<file path="config.mk">
export PLATFORM = sky130hd
export DESIGN_NAME = ls_exec_unit
export DESIGN_NICKNAME = d
export VERILOG_FILES = /design/src/rtl/ls_pkg.sv /design/src/rtl/ls_issue_fifo.sv /design/src/rtl/ls_exec_unit.sv
export SDC_FILE = /design/constraint.sdc
export NUM_CORES = 1
export LEC_CHECK = 0
export CAP_MARGIN = 10
export CORE_MARGIN = 4
export CORE_UTILIZATION = 57
export DETAILED_ROUTE_END_ITERATION = 6
export DONT_BUFFER_PORTS = 1
export PLACE_DENSITY = 0.79
export SLEW_MARGIN = 40
export SYNTH_ARGS = -nofsm -noshare
export SYNTH_HDL_FRONTEND = slang
export SYNTH_HIERARCHICAL = 1
export SYNTH_SLANG_ARGS = --single-unit
</file>
<file path="constraint.sdc">
create_clock -name clk -period 12.8 [get_ports clk]
set_input_delay 0.64 -clock clk [delete_from_list [all_inputs] [get_ports clk]]
set_output_delay 0.64 -clock clk [all_outputs]
set_load 0.05 [all_outputs]
</file>
<file path="src/rtl/ls_pkg.sv">
// Shared definitions for the load/store execute unit:
// packet layout, funct3 encodings, FSM states.
package ls_pkg;

    localparam int PKT_W        = 100;

    localparam int IMM_LSB      = 0;
    localparam int F3_LSB       = 32;
    localparam int ALUSRC2_BIT  = 35;
    localparam int ALUOP_LSB    = 36;
    localparam int MEMWRITE_BIT = 40;
    localparam int MEMREAD_BIT  = 41;
    localparam int MEMTOREG_BIT = 42;
    localparam int RD_LSB       = 43;
    localparam int VALID_BIT    = 51;
    localparam int INST_LSB     = 52;
    localparam int OP1_LSB      = 84;
    localparam int OP2_LSB      = 92;

    localparam logic [2:0] F3_LB  = 3'b000;
    localparam logic [2:0] F3_LH  = 3'b001;
    localparam logic [2:0] F3_LW  = 3'b010;
    localparam logic [2:0] F3_LBU = 3'b100;
    localparam logic [2:0] F3_LHU = 3'b101;
    localparam logic [2:0] F3_SB  = 3'b000;
    localparam logic [2:0] F3_SH  = 3'b001;
    localparam logic [2:0] F3_SW  = 3'b010;

    typedef enum logic [2:0] {
        ST_IDLE,
        ST_RD,
        ST_ADDR,
        ST_REQ,
        ST_WAIT,
        ST_WB
    } ls_state_e;

    // Halfwords need an even address, words a 4-byte aligned one.
    function automatic logic misaligned(input logic [2:0] f3,
                                        input logic [1:0] a);
        logic m;
        m = 1'b0;
        case (f3[1:0])
            F3_LH[1:0]: m = a[0];
            F3_SW[1:0]: m = |a;
            default:    m = 1'b0;
        endcase
        return m;
    endfunction

endpackage

</file>
<file path="src/rtl/ls_issue_fifo.sv">
// Circular issue-packet buffer with wrap-around pointers
// and an occupancy count.
module ls_issue_fifo
    import ls_pkg::*;
#(
    parameter int FIFO_DEPTH = 4
) (
    input  logic             clk,
    input  logic             flush_i,
    input  logic             push_i,
    input  logic [PKT_W-1:0] wdata_i,
    input  logic             pop_i,
    output logic [PKT_W-1:0] rdata_o,
    output logic             full_o,
    output logic             empty_o
);

    localparam int AW = $clog2(FIFO_DEPTH);

    logic [PKT_W-1:0] mem_q [FIFO_DEPTH];
    logic [AW-1:0]    wr_q;
    logic [AW-1:0]    rd_q;
    logic [AW:0]      cnt_q;
    logic             do_push;
    logic             do_pop;

    assign empty_o = (cnt_q == '0);
    assign full_o  = (cnt_q == (AW+1)'(FIFO_DEPTH));
    assign rdata_o = mem_q[rd_q];
    assign do_pop  = pop_i && !empty_o;
    assign do_push = push_i && (!full_o || do_pop);

    // Packet storage; a pop frees its slot in the same cycle.
    always_ff @(posedge clk) begin
        if (do_push && !flush_i) begin
            mem_q[wr_q] <= wdata_i;
        end
    end

    // Pointers and occupancy, cleared on flush.
    always_ff @(posedge clk) begin
        if (flush_i) begin
            wr_q  <= '0;
            rd_q  <= '0;
            cnt_q <= '0;
        end else begin
            if (do_push) wr_q <= wr_q + AW'(1);
            if (do_pop)  rd_q <= rd_q + AW'(1);
            case ({do_push, do_pop})
                2'b10:   cnt_q <= cnt_q + (AW+1)'(1);
                2'b01:   cnt_q <= cnt_q - (AW+1)'(1);
                default: cnt_q <= cnt_q;
            endcase
        end
    end

endmodule

</file>
<file path="src/rtl/ls_exec_unit.sv">
// Load/store execute unit: buffers issued packets, reads
// the PRF, computes the address and runs one memory op.
module ls_exec_unit
    import ls_pkg::*;
#(
    parameter int FIFO_DEPTH = 4
) (
    input  logic             clk,
    input  logic             reset,
    input  logic             exception_sig,
    input  logic             mret_sig,
    input  logic [PKT_W-1:0] issue_pkt,
    output logic [7:0]       prf_rs1_tag,
    output logic [7:0]       prf_rs2_tag,
    input  logic [31:0]      prf_rs1_data,
    input  logic [31:0]      prf_rs2_data,
    output logic             mem_req_valid,
    input  logic             mem_req_ready,
    output logic             mem_req_we,
    output logic [31:0]      mem_req_addr,
    output logic [31:0]      mem_req_wdata,
    output logic [3:0]       mem_req_be,
    input  logic             mem_rsp_valid,
    input  logic [31:0]      mem_rsp_rdata,
    output logic             EX_MEM_MemRead,
    output logic [7:0]       EX_MEM_Physical_Address,
    output logic             wb_valid,
    output logic [7:0]       wb_rd,
    output logic [31:0]      wb_data,
    output logic [31:0]      wb_inst_num,
    output logic             misalign_exc,
    output logic [31:0]      misalign_inst_num,
    output logic             overflow_err
);

    ls_state_e        state_q, state_d;
    logic [PKT_W-1:0] pkt_q, fifo_rdata;
    logic [31:0]      addr_q, rs2_q, wb_data_q;
    logic [31:0]      addr_calc, rsp_shift, load_fmt;
    logic             drop_rsp_q, drop_rsp_d;
    logic             ovf_q, ovf_d;
    logic             exc_flush, flush, push, pop;
    logic             fifo_full, fifo_empty;
    logic [3:0]       be;
    logic             unused_fields;

    wire [2:0]  f3       = pkt_q[F3_LSB +: 3];
    wire [31:0] imm      = pkt_q[IMM_LSB +: 32];
    wire [7:0]  rd       = pkt_q[RD_LSB +: 8];
    wire [31:0] inum     = pkt_q[INST_LSB +: 32];
    wire        is_store = pkt_q[MEMWRITE_BIT];

    assign unused_fields = ^{pkt_q[ALUSRC2_BIT], pkt_q[ALUOP_LSB +: 4],
                             pkt_q[MEMREAD_BIT], pkt_q[MEMTOREG_BIT],
                             pkt_q[VALID_BIT]};

    assign exc_flush = exception_sig | mret_sig;
    assign flush     = reset | exc_flush;
    assign push      = issue_pkt[VALID_BIT] && !flush;
    assign addr_calc = prf_rs1_data + imm;

    ls_issue_fifo #(
        .FIFO_DEPTH (FIFO_DEPTH)
    ) u_fifo (
        .clk     (clk),
        .flush_i (flush),
        .push_i  (push),
        .wdata_i (issue_pkt),
        .pop_i   (pop),
        .rdata_o (fifo_rdata),
        .full_o  (fifo_full),
        .empty_o (fifo_empty)
    );

    // Next state and per-state pulses; a flush overrides all.
    always_comb begin
        state_d       = state_q;
        pop           = 1'b0;
        misalign_exc  = 1'b0;
        mem_req_valid = 1'b0;
        wb_valid      = 1'b0;
        unique case (state_q)
            ST_IDLE: begin
                if (!fifo_empty) begin
                    pop     = 1'b1;
                    state_d = ST_RD;
                end
            end
            ST_RD:   state_d = ST_ADDR;
            ST_ADDR: begin
                if (misaligned(f3, addr_calc[1:0])) begin
                    misalign_exc = 1'b1;
                    state_d      = ST_IDLE;
                end else begin
                    state_d = ST_REQ;
                end
            end
            ST_REQ: begin
                mem_req_valid = 1'b1;
                if (mem_req_ready) begin
                    state_d = is_store ? ST_IDLE : ST_WAIT;
                end
            end
            ST_WAIT: begin
                if (mem_rsp_valid && !drop_rsp_q) state_d = ST_WB;
            end
            ST_WB: begin
                wb_valid = 1'b1;
                state_d  = ST_IDLE;
            end
            default: state_d = ST_IDLE;
        endcase
        if (flush) begin
            state_d       = ST_IDLE;
            pop           = 1'b0;
            misalign_exc  = 1'b0;
            mem_req_valid = 1'b0;
            wb_valid      = 1'b0;
        end
    end

    // Stale-response tracking and sticky overflow flag.
    always_comb begin
        drop_rsp_d = drop_rsp_q;
        if (mem_rsp_valid && drop_rsp_q) drop_rsp_d = 1'b0;
        if (exc_flush && state_q == ST_WAIT &&
            !(mem_rsp_valid && !drop_rsp_q)) begin
            drop_rsp_d = 1'b1;
        end
        ovf_d = ovf_q | (issue_pkt[VALID_BIT] && fifo_full && !pop);
        if (exc_flush) ovf_d = 1'b0;
    end

    // Byte enables from access size and byte offset.
    always_comb begin
        case (f3[1:0])
            F3_SB[1:0]: be = 4'b0001 << addr_q[1:0];
            F3_SH[1:0]: be = 4'b0011 << addr_q[1:0];
            default:    be = 4'b1111;
        endcase
    end

    // Align the response to bit 0, then extend per funct3.
    always_comb begin
        rsp_shift = mem_rsp_rdata >> {addr_q[1:0], 3'b000};
        case (f3)
            F3_LB:   load_fmt = {{24{rsp_shift[7]}}, rsp_shift[7:0]};
            F3_LH:   load_fmt = {{16{rsp_shift[15]}}, rsp_shift[15:0]};
            F3_LW:   load_fmt = rsp_shift;
            F3_LBU:  load_fmt = {24'b0, rsp_shift[7:0]};
            F3_LHU:  load_fmt = {16'b0, rsp_shift[15:0]};
            default: load_fmt = rsp_shift;
        endcase
    end

    // Control state registers.
    always_ff @(posedge clk) begin
        if (reset) begin
            state_q    <= ST_IDLE;
            drop_rsp_q <= 1'b0;
            ovf_q      <= 1'b0;
        end else begin
            state_q    <= state_d;
            drop_rsp_q <= drop_rsp_d;
            ovf_q      <= ovf_d;
        end
    end

    // Working packet, captured address/store data, load result.
    always_ff @(posedge clk) begin
        if (reset) begin
            pkt_q     <= '0;
            addr_q    <= '0;
            rs2_q     <= '0;
            wb_data_q <= '0;
        end else begin
            if (pop) pkt_q <= fifo_rdata;
            if (state_q == ST_ADDR) begin
                addr_q <= addr_calc;
                rs2_q  <= prf_rs2_data;
            end
            if (state_q == ST_WAIT && mem_rsp_valid && !drop_rsp_q) begin
                wb_data_q <= load_fmt;
            end
        end
    end

    assign prf_rs1_tag = (state_q == ST_RD) ? pkt_q[OP1_LSB +: 8] : '0;
    assign prf_rs2_tag = (state_q == ST_RD) ? pkt_q[OP2_LSB +: 8] : '0;

    assign mem_req_we    = mem_req_valid & is_store;
    assign mem_req_addr  = mem_req_valid ? {addr_q[31:2], 2'b00} : '0;
    assign mem_req_wdata = mem_req_valid ?
                           (rs2_q << {addr_q[1:0], 3'b000}) : '0;
    assign mem_req_be    = mem_req_valid ? be : '0;

    assign EX_MEM_MemRead          = wb_valid;
    assign EX_MEM_Physical_Address = wb_valid ? rd : '0;
    assign wb_rd                   = wb_valid ? rd : '0;
    assign wb_data                 = wb_valid ? wb_data_q : '0;
    assign wb_inst_num             = wb_valid ? inum : '0;

    assign misalign_inst_num = misalign_exc ? inum : '0;
    assign overflow_err      = ovf_q;

endmodule
</file>
Word-level counts from Yosys, hierarchy flattened
Memory sizes are Yosys's and may differ from the RTL's. A register that Yosys moved wholly into a read port is not among the register bits.
Index checks and enable logic that the tools add are counted.
- shift-type cells: 4
- equality and inequality tests: 16
- reductions and logical operators: 29
- muxes and demuxes: 34
- bitwise logic cells: 4
- add/subtract/negate cells: 5
- operator list (cell ; number):
    2-to-1 mux 32 bit ; 5
    case mux 32 bit (4 select lines) ; 1
    adder 32 bit ; 1
    left shift 32 x 5 -> 32 bit ; 1
    right shift 32 x 5 -> 32 bit ; 1
    2-to-1 mux 8 bit ; 3
    == test 3 bit, second input constant ; 5
    2-to-1 mux 1 bit ; 15
    case mux 3 bit (5 select lines) ; 1
    logical AND 1 bit ; 12
    2-to-1 mux 3 bit ; 4
    zero test 3 bit ; 3
    case mux 4 bit (2 select lines) ; 1
    == test 3 x 1 -> 1 bit, second input constant ; 2
    == test 3 x 2 -> 1 bit, second input constant ; 2
    zero test 1 bit ; 6
    != test 2 bit, second input constant ; 3
    case mux 3 bit (2 select lines) ; 1
    OR reduction 2 bit ; 3
    adder 2 x 1 -> 2 bit, second input constant ; 2
    == test 2 x 1 -> 1 bit, second input constant ; 2
    == test 2 bit, second input constant ; 2
    2-to-1 mux 4 bit ; 1
    nonzero test 2 bit ; 2
    other kinds (11) ; 13
- memories kept: 1
- output and inout port bits: 202
- bits of input ports: 202
- bits in writable memories: 400
- logic and storage cells: 102
- flip-flop bits (word level): 108
- memory list (memory ; depth ; width ; rd ports ; clocked after memory_dff ; wr ports ; RTL line ; text):
    u_fifo.mem_q ; 4 ; 100 ; 1 ; 1 ; 1 ; ls_issue_fifo.sv:20 ; logic [PKT_W-1:0] mem_q [FIFO_DEPTH];

Logic depth before layout (Yosys ltp)
Gate-level depths: netlist of run 1.
- depth in word-level cells: 10
- gate-level depth with buffers: 13
- mapped depth without buffers: 12

Hierarchy
The synthesis of run 1 kept the hierarchy.
- modules (own cells, without submodules) (module ; seq. area each (sq um) ; area each (sq um) ; times used ; cells an instance):
    ls_issue_fifo ; 12191.7 ; 14849.2 ; 1 ; 576
    ls_exec_unit ; 3863.7 ; 10593.9 ; 1 ; 1447

Worst setup path before layout of run 1
No wires, ideal clock.
- path type: input -> register
- start point: input reset
- end point: memory u_fifo.mem_q[0][0], enable pin
- library setup time: 0.702 ns
- stages on the path: 8
- slack: 2.857 ns
- path buffers: 2
- required time: 12.098 ns
- arrival time: 9.241 ns
- cells stage by stage: clkbuf_1 > nor3_1 > nand3_1 > inv_1 > clkbuf_1 > o21a_1 > inv_1 > nor3b_1
- cells in the longest elaborated chain, start to end: 8
- elaborated cells on any way between the ends: 10
- classes of those cells: mux (3); bitwise (1); reduce/logical (6)
- RTL lines (item ; RTL line ; text):
    start: declaration ; ls_exec_unit.sv:9 ; input logic reset,
    bitwise OR 1 bit ; ls_exec_unit.sv:58 ; assign flush = reset | exc_flush;
    2-to-1 mux 1 bit ; ls_exec_unit.sv:113 ; if (flush) begin
    named net pop ; ls_exec_unit.sv:42 ; logic exc_flush, flush, push, pop;
    logical AND 1 bit ; ls_issue_fifo.sv:30 ; assign do_pop = pop_i && !empty_o;
    logical OR 1 bit ; ls_issue_fifo.sv:31 ; assign do_push = push_i && (!full_o || do_pop);
    logical AND 1 bit ; ls_issue_fifo.sv:31 ;
    logical AND 1 bit ; ls_issue_fifo.sv:35 ; if (do_push && !flush_i) begin
    2-to-1 mux 1 bit ; ls_issue_fifo.sv:35 ;
    2-to-1 mux 1 bit (not written as such) ; ls_issue_fifo.sv:36 ; mem_q[wr_q] <= wdata_i;
    end: declaration ; ls_issue_fifo.sv:20 ;
The timed path passes the listed nets, and every way through them passes these cells.

Worst setup path in the final report of run 1
- start point: register u_fifo.cnt_q[0]
- end point: register u_fifo.cnt_q[2]
- cells in the longest elaborated chain, start to end: 9
- elaborated cells on any way between the ends: 16
- classes of those cells: add/sub (2); eq/ne (3); mux (4); reduce/logical (7)
- RTL lines (item ; RTL line ; text):
    start: declaration ; ls_issue_fifo.sv:23 ; logic [AW:0] cnt_q;
    start signal: assignment ; ls_issue_fifo.sv:50 ; 2'b10: cnt_q <= cnt_q + (AW+1)'(1);
    start signal: assignment ; ls_issue_fifo.sv:51 ; 2'b01: cnt_q <= cnt_q - (AW+1)'(1);
    start signal: assignment ; ls_issue_fifo.sv:52 ; default: cnt_q <= cnt_q;
    zero test 3 bit * ; ls_issue_fifo.sv:27 ; assign empty_o = (cnt_q == '0);
    named net fifo_empty ; ls_exec_unit.sv:43 ; logic fifo_full, fifo_empty;
    2-to-1 mux 1 bit ; ls_exec_unit.sv:84 ; if (!fifo_empty) begin
    2-to-1 mux 1 bit ; ls_exec_unit.sv:82 ; unique case (state_q)
    2-to-1 mux 1 bit ; ls_exec_unit.sv:113 ;
    logical AND 1 bit * ; ls_issue_fifo.sv:30 ;
    logical OR 1 bit ; ls_issue_fifo.sv:31 ;
    logical AND 1 bit ; ls_issue_fifo.sv:31 ;
    == test 2 x 1 -> 1 bit or == test 2 bit (tied branches) ; ls_issue_fifo.sv:49 ; case ({do_push, do_pop})
    case mux 3 bit (2 select lines) or nonzero test 2 bit (tied branches) ; - ;
The timed path passes the listed nets; every way through them passes the cells marked *.
A chain may end at the register's enable or synchronous reset.

==> results of run 1 <==
[state kept, by name, summed over array words and instances (netlist names), 2 cells and up, named ones only]
signal,cells
addr_q,32
pkt_q,92
rs2_q,32
state_q,3
u_fifo/cnt_q,3
u_fifo/mem_q,368
u_fifo/rd_q,2
u_fifo/wr_q,2
wb_data_q,32
[worst reg2reg max path, delay by kind of cell (launching register included)]
| kind | cells | cell delay, ns |
|---|---|---|
| adder cells (fa/ha/maj) | 2 | 0.60 |
| AO/OA/AOI/OAI | 2 | 0.62 |
| flip-flops | 1 | 0.35 |
| AND/OR/NAND/NOR | 4 | 1.11 |
| buffers and inverters | 5 | 1.57 |
| XOR/XNOR | 1 | 0.15 |
[metal layers]
| metal | vias up | GRT usage | routed length (um) | share of wire |
|---|---|---|---|---|
| met4 | 4 | 0.0638 | 1180 | 0.020 |
| met1 | 7645 | 0.321 | 23400 | 0.39 |
| met3 | 82 | 0.0853 | 5660 | 0.094 |
| li1 | 7026 | - | - | - |
| met5 | - | 0 | 20 | 0.00033 |
| met2 | 634 | 0.436 | 29900 | 0.50 |
[worst min path at each step]
stage | from | to | cells past startpoint
global placement | rs2_q[24]$_SDFFE_PP0P_ | rs2_q[24]$_SDFFE_PP0P_ | 2
CTS | reset | wb_data_q[6]$_SDFFE_PP0P_ | 1
floorplan | addr_q[10]$_SDFFE_PP0P_ | addr_q[10]$_SDFFE_PP0P_ | 2
finish | reset | rs2_q[21]$_SDFFE_PP0P_ | 1
global route | reset | addr_q[1]$_SDFFE_PP0P_ | 1
detailed placement | addr_q[12]$_SDFFE_PP0P_ | addr_q[12]$_SDFFE_PP0P_ | 2
[layout make-up]
class / instances / area, sq um / area share
flip-flops and latches: 570 / 15100 / 0.564
multi-input cells: 1253 / 8770 / 0.328
clock buffers: 74 / 1530 / 0.0572
well taps: 539 / 674 / 0.0252
clock inverters: 32 / 324 / 0.0121
repair buffers: 26 / 270 / 0.0101
inverters: 23 / 87.6 / 0.00327
diodes: 1 / 2.50 / 0.0000935
[power groups by stage]
stage / clock [mW] / combinational [mW] / sequential (mW)
floorplan: 0 / 0.0357 / 2.00
global placement: 0 / 0.0356 / 2.00
detailed placement: 0 / 0.0364 / 2.00
CTS: 1.67 / 0.0366 / 1.96
global route: 1.76 / 0.0405 / 1.95
finish: 1.65 / 0.0370 / 1.96
[cell usage in the layout (no fill, tap or decap), types with 17 or more instances in the layout]
cell type and n:
mux4_2 92, o21ai_0 51, edfxtp_1 368, xnor2_1 17, a21o_1 17, nor2_1 67
nor2_2 17, ha_1 39, mux2i_1 25, clkbuf_16 57, nand2_1 347, inv_1 20
dfxtp_1 198, a211oi_1 31, nor2b_1 21, and2_1 152, a21oi_1 230
==> results.cfg, run 1 <==
[floorplan]
io_pins = 404
die_w_um = 214
die_area_sq_mm = 0.0460
start_util = 0.578
core_sq_mm = 0.0420
rows = 75
die_h_um = 214

[layout]
fin_cells = 2518
layout.nets = 2173
drive_gt1_frac = 0.142
area_growth_pct = 10.1
final_core_util = 0.637
fillers = 3098
finalInstanceArea_sq_mm = 0.0268

[grt]
grt_max_degree = 170
grt_pass1_vias = 15352
grt_antenna_before_repair = 3
grt_pass1_wl_mm = 92.3
overflow = 0
grt_usage = 0.256

[power]
p_sw_frac = 0.195
power.total_mw = 3.64
intPower_mw = 2.93
p_comb_frac = 0.010
power_switching_uw = 712
power.density_mw_per_mm2 = 136
p_leak_nw = 8.78
seq_power_share = 0.537
ir_drop_v = 0.000140
pwr-share-clk = 0.453

[clocking]
ctsHoldBuffers = 0
cts_setup_buffers = 0
clock_latency_ns = 0.61
cts.sinks = 570
cts_tree = yes
cts_resized = 0
clk_path_buf_depth = 3
clock-root-buffer = clkbuf_16
cts-buffers-inserted = 56
htreeDepth = 2
cts.clk_slew.worst_paths_ns = 0.07

[timing]
worst_slack_ns = 8.30
report.final.slew_viol_count = 0
holdWs_ns = 0.110
fin_skew_ns = 0.0226
slew_headroom = 0.411
fin_tns_setup_ns = 0
worstMarginPinSlew_ns = 0.880
rsz0062_at_grt = no
fmax_mhz = 222
finalHoldViolCount = 0
fin_crit_sh = 0.352
setup_violations = 0
fin_crit_ns = 4.50

[setup_path]
cp_top_family = buffers and inverters
worst-path-stages = 14
critPathCapture = u_fifo/cnt_q[2]$_SDFFE_PP0P_
cp_slowest_cell = clkinv_2
worstRegToRegCells = 14
max_stage_delay_ns = 0.65
worstSetupPathType = reg2reg
r2r_setup_slack_ns = 8.30
crit_start = u_fifo/cnt_q[0]$_SDFFE_PP0P_
start_kind = flop
required_ns = 13.32
worstPathArrival_ns = 5.02
r2r-start = u_fifo/cnt_q[0]$_SDFFE_PP0P_
cp.buffers_inverters = 5
worst-path-max-fanout = 57
crit_chain = nor3_1 > nor2_1 > nand3_4 > buf_6 > buf_16 > clkinv_2 > o21a_1 > inv_1 > ha_1 > inv_1 > fa_1 > xor2_1 > or3_2 > a21oi_1
rr_endpoint = u_fifo/cnt_q[2]$_SDFFE_PP0P_
cp_common_cell = inv_1
crit_path_end_kind = flop

[placed_design]
io_buffer_count = 0
hpwl_mm = 39.1
dp_slack_ns = 7.88
place_inst = 2409
routabilityCongestion = 0.922
place_area_sq_mm = 0.0248

[routing]
totalWireLength_mm = 60.2
drtIter0Drc = 1291
drtPass1Iterations = 5
detail-route-antenna-nets = 0
viasPerCell = 6.11
route.vias.total = 15391
drc = 0
post_drt_wl_per_cell_um = 23.9

[synth]
synth_area_sq_mm = 0.0243
syn_avg_cell_area_sq_um = 12.3
syn_inst = 1983
yosys_warnings = 6

[run_status]
status = complete, no violations

[job]
max_cap_violations = 0

[hold_path]
hp-class = in2reg
(Power assumes the default switching activity.)
==> run 2: changes to the inputs <==
--- a/config.mk
+++ b/config.mk
@@ -5,12 +5,13 @@
 export SDC_FILE = /design/constraint.sdc
 export NUM_CORES = 1
 export LEC_CHECK = 0
+export ABC_AREA = 1
 export CAP_MARGIN = 10
 export CORE_MARGIN = 4
 export CORE_UTILIZATION = 57
 export DETAILED_ROUTE_END_ITERATION = 6
 export DONT_BUFFER_PORTS = 1
-export PLACE_DENSITY = 0.79
+export PLACE_DENSITY = 0.82
 export SLEW_MARGIN = 40
 export SYNTH_ARGS = -nofsm -noshare
 export SYNTH_HDL_FRONTEND = slang
==> constraint.sdc (replaced) <==
create_clock -name clk -period 3.9 [get_ports clk]
set_input_delay 0.195 -clock clk [delete_from_list [all_inputs] [get_ports clk]]
set_output_delay 0.195 -clock clk [all_outputs]
set_load 0.05 [all_outputs]
==> run 2 against run 1 <==
Effect of this change: clock skew up 0.010 ns; synthesized area up 4.9%; count of clock-buffer cells in the layout grew 4; global-route usage is 4.9 points higher; routed wire length rose by 27%; sequential cell count unchanged; via count is 38% higher; cell area up 15%; non-clock buffer count rose by 346; utilization rose by 5.8 points; die area rose by 4.7%; power rose to 3.4 times the previous value.
==> results.cfg, run 2 <==
[run_status]
status = complete, no violations

[setup_path]
worstSetupPathType = in2out
worstPathArrival_ns = 3.55
start_kind = primary input
crit_path_end_kind = output pin
worst-path-max-fanout = 18
required_ns = 3.70

[layout]
layout.nets = 3280
mostFrequentLayoutCells = nor2_1 (497), edfxtp_1 (368), inv_1 (336)
fillers = 3103
finalInstanceArea_sq_mm = 0.0307
area_growth_pct = 20.5
drive_gt1_frac = 0.121
reg_top3 = u_fifo/mem_q x368, pkt_q x92
largest_reg_flops = 368
top_register = u_fifo/mem_q
fin_cells = 3684
layout.cells.most_common = nor2_1

[grt]
grt_pass1_vias = 20717
grt_pass1_wl_mm = 115
grt_max_degree = 185
grt_antenna_before_repair = 10
overflow = 0
grt_usage = 0.306

[timing]
setup_violations = 0
fin_crit_ns = 3.74
slew_headroom = 0.430
fmax_mhz = 267
worstMarginPinSlew_ns = 0.855
report.final.slew_viol_count = 0
fin_skew_ns = 0.0329
finalHoldViolCount = 0
rsz0062_at_grt = no
worst_slack_ns = 0.160
fin_crit_sh = 0.959

[power]
p_comb_frac = 0.032
pwr-share-clk = 0.446
intPower_mw = 9.70
seq_power_share = 0.522
power.total_mw = 12.3
p_leak_nw = 11.9
power_switching_mw = 2.59
ir_drop_v = 0.000429
p_sw_frac = 0.211
power.density_mw_per_mm2 = 400

[placed_design]
io_buffer_count = 0
hpwl_mm = 45.7
routabilityCongestion = 0.933
dp_slack_ns = 0.727
place_area_sq_mm = 0.0271
place_inst = 3399

[synth]
synth_area_sq_mm = 0.0255
syn_inst = 2769
yosys_warnings = 6
syn_avg_cell_area_sq_um = 9.21

[routing]
drtPass1Iterations = 6
totalWireLength_mm = 76.3
drtIter0Drc = 2406
detail-route-antenna-nets = 0
drc = 0
viasPerCell = 5.76
route.vias.total = 21202
post_drt_wl_per_cell_um = 20.7

[clocking]
cts-buffers-inserted = 56
cts.clk_slew.worst_paths_ns = 0.06
cts.sinks = 570
htreeDepth = 2
clock-root-buffer = clkbuf_16
clk_path_buf_depth = 3
cts_setup_buffers = 0
clock_latency_ns = 0.62
cts_tree = yes

[floorplan]
start_util = 0.577
io_pins = 404
die_h_um = 219
die_w_um = 219
rows = 77
core_sq_mm = 0.0442
die_area_sq_mm = 0.0482

[job]
max_cap_violations = 0

[hold_path]
hp-class = in2reg
==> run 2: power groups by stage <==
stage	registers (mW)	clock network (mW)	logic (mW)
final	6.42	5.48	0.393
after global routing	6.42	5.80	0.423
after CTS	6.42	5.49	0.380
after detailed placement	6.55	0	0.185
after global placement	6.55	0	0.182
after floorplan	6.55	0	0.142
==> run 2: stage by stage <==
stage | setup TNS (ns) | hold WS (ns) | util
after global placement | 0 | 0.293 | 0.611
after CTS | 0 | 0.00128 | 0.694
after floorplan | -239.42 | 0.294 | -
final | 0 | 0.0187 | 0.695
after detailed placement | 0 | 0.294 | 0.613
after global routing | 0 | 0.0349 | 0.695
==> run 2: final timing paths <==
| check | startpoint | end | slack (ns) | depth (start not counted) |
|---|---|---|---|---|
| hold reg to reg | pkt_q[99]$_SDFFE_PP0P_ | pkt_q[99]$_SDFFE_PP0P_ | 0.46 | 2 |
| hold / removal | prf_rs1_data[17] | addr_q[17]$_SDFFE_PP0P_ | 0.02 | 5 |
| setup reg to reg | addr_q[0]$_SDFFE_PP0P_ | wb_data_q[5]$_SDFFE_PP0P_ | 0.57 | 7 |
| setup / recovery | exception_sig | mem_req_wdata[8] | 0.16 | 11 |
==> run 2: what timing repair did <==
item | CTS | global route
hold buffers | 172 | 0
setup endpoints to repair | 0 | 3
hold endpoints to repair | 467 | 0
gates resized for setup | 0 | 3
==> run 2: cell type report <==
cell class              count  area (sq um)  share of cell area
flip-flops and latches    570         15100               0.491
multi-input cells        1689          8360               0.272
repair buffers            372          3320               0.108
clock buffers              78          1580              0.0513
inverters                 348          1320              0.0430
well taps                 592           741              0.0241
clock inverters            27           289             0.00941
diodes                      8          20.0            0.000652
==> run 2: critical path, stage by stage <==
cell           delay [ns]
dlygate4sd3_1        0.57
nor2_1               0.23
dlygate4sd3_1        0.63
nand2_2              0.17
nor2_2               0.14
buf_4                0.25
inv_2                0.23
nor2_1               0.14
inv_1                0.31
nor2_2               0.38
buf_4                0.26
==> run 2: metal layers <==
metal  share of wire  global-route usage  vias to the layer above
met2            0.48               0.517                     1292
met1            0.37               0.379                     9861
li1                -                   -                     9794
met4           0.041               0.119                        6
met5         0.00046                   0                        -
met3            0.11              0.0779                      249
==> run 3: changes to the inputs <==
==> constraint.sdc (replaced) <==
create_clock -name clk -period 3.9 [get_ports clk]
set_input_delay 0.195 -clock clk [delete_from_list [all_inputs] [get_ports clk]]
set_output_delay 0.195 -clock clk [all_outputs]
set_load 0.005 [all_outputs]
==> run 3 against run 2 <==
Effect of this change: final cell count fell by 4.4%; clock power rose by 6.2%; global-route usage fell by 1.5 points; power rose by 2.7%; cell area fell by 4.0%; routed wire length fell by 4.2%; register-to-register slack improved by 0.07 ns; count of clock-buffer cells in the layout rose by 5; critical endpoint is now mem_req_wdata[19].
==> results.cfg, run 3 (synthesis gave the netlist of run 2 again) <==
[run_status]
status = complete, no violations

[setup_path]
worstSetupPathType = in2out
worst-path-max-fanout = 47
worstPathArrival_ns = 3.51
crit_path_end_kind = output pin
start_kind = primary input
required_ns = 3.70

[power]
ir_drop_v = 0.000435
p_leak_nw = 11.1
power.density_mw_per_mm2 = 428

[placed_design]
routabilityCongestion = 0.928
place_inst = 3226
io_buffer_count = 0
hpwl_mm = 44.2
place_area_sq_mm = 0.0257

[timing]
worstMarginPinSlew_ns = 0.841
fin_skew_ns = 0.0321
fin_crit_ns = 3.70
setup_violations = 0
slew_headroom = 0.425
rsz0062_at_grt = no
report.final.slew_viol_count = 0
finalHoldViolCount = 0
fmax_mhz = 270
fin_crit_sh = 0.949

[floorplan]
core_sq_mm = 0.0442
start_util = 0.577
rows = 77
die_h_um = 219
die_area_sq_mm = 0.0482
die_w_um = 219
io_pins = 404

[clocking]
clock-root-buffer = clkbuf_16
ctsHoldBuffers = 172
clk_path_buf_depth = 3
clock_latency_ns = 0.63
cts_tree = yes
cts.clk_slew.worst_paths_ns = 0.06
cts.sinks = 570
htreeDepth = 2
cts_setup_buffers = 0
cts_resized = 0
cts-buffers-inserted = 57

[grt]
grt_antenna_before_repair = 17
grt_pass1_vias = 19665
grt_max_degree = 185
grt_pass1_wl_mm = 110
grt_usage = 0.291
overflow = 0

[layout]
area_growth_pct = 15.7
layout.nets = 3109
reg_top3 = u_fifo/mem_q x368, pkt_q x92
fin_cells = 3521
largest_reg_flops = 368
drive_gt1_frac = 0.0532
top_register = u_fifo/mem_q
layout.cells.most_common = nor2_1
finalInstanceArea_sq_mm = 0.0295
mostFrequentLayoutCells = nor2_1 (521), edfxtp_1 (368), inv_1 (336)

[routing]
drtPass1Iterations = 7
detail-route-antenna-nets = 0
drtIter0Drc = 2259
totalWireLength_mm = 73.0
drc = 0
post_drt_wl_per_cell_um = 20.7
viasPerCell = 5.83
route.vias.total = 20521

[job]
max_cap_violations = 0

[hold_path]
hp-class = in2reg
run 3: cell count changes in the layout (fill, tap and decap cells not counted), sizes merged:
cell | previous run | this run
clkinv | 14 | 13
bufinv | 4 | 8
diode | 8 | 14
clkinvlp | 4 | 5
clkbuf | 78 | 83
inv | 353 | 347
buf | 201 | 29
run 3: through the flow:
stage	utilization	setup slack (ns)	total power [mW]	setup TNS, ns	hold slack [ns]
global route	0.667	0.0810	13.0	0	0.0807
CTS	0.666	0.363	12.7	0	0.00267
floorplan	-	-0.651	6.69	-239.42	0.294
finish	0.667	0.198	12.6	0	0.0583
global placement	0.580	1.02	6.73	0	0.287
detailed placement	0.580	0.955	6.73	0	0.291
run 3: worst max-delay path: stages:
cell and delay, ns:
dlygate4sd3_1 0.65, nor2_1 0.27, dlygate4sd3_1 0.65, nand2_2 0.18, nor2_2 0.34, inv_1 0.16
buf_4 0.29, a2111oi_0 0.54, buf_4 0.22
run 3: worst paths after layout:
| check | to | cells after the start | slack (ns) | start |
|---|---|---|---|---|
| max | mem_req_wdata[19] | 9 | 0.20 | exception_sig |
| min | state_q[2]$_SDFFE_PP0P_ | 5 | 0.06 | mem_rsp_valid |
| max reg2reg | wb_data_q[5]$_SDFFE_PP0P_ | 9 | 0.64 | addr_q[1]$_SDFFE_PP0P_ |
| min reg2reg | pkt_q[98]$_SDFFE_PP0P_ | 2 | 0.45 | pkt_q[98]$_SDFFE_PP0P_ |
run 3: layer usage:
metal | part of all wire | vias up | track usage
li1 | - | 9454 | -
met1 | 0.38 | 9617 | 0.364
met2 | 0.48 | 1197 | 0.488
met3 | 0.10 | 243 | 0.0718
met4 | 0.038 | 10 | 0.119
met5 | 0.00090 | - | 0.00313
run 3: cell type report:
type | instances | area [sq um]
fill | 3133 | 14700
inverter | 348 | 1320
multi-input combinational | 1689 | 8180
clock buffer | 83 | 1650
sequential | 570 | 15100
timing repair buffer | 200 | 2070
clock inverter | 25 | 395
tap | 592 | 741
antenna | 14 | 35.0
run 3: power breakdown:
group	total [mW]	internal [mW]	switching (mW)	leakage (nW)
Sequential	6.42	6.42	0.00289	4.93
Combinational	0.389	0.168	0.220	5.18
Clock	5.82	3.48	2.34	0.977
Total	12.6	10.1	2.56	11.1
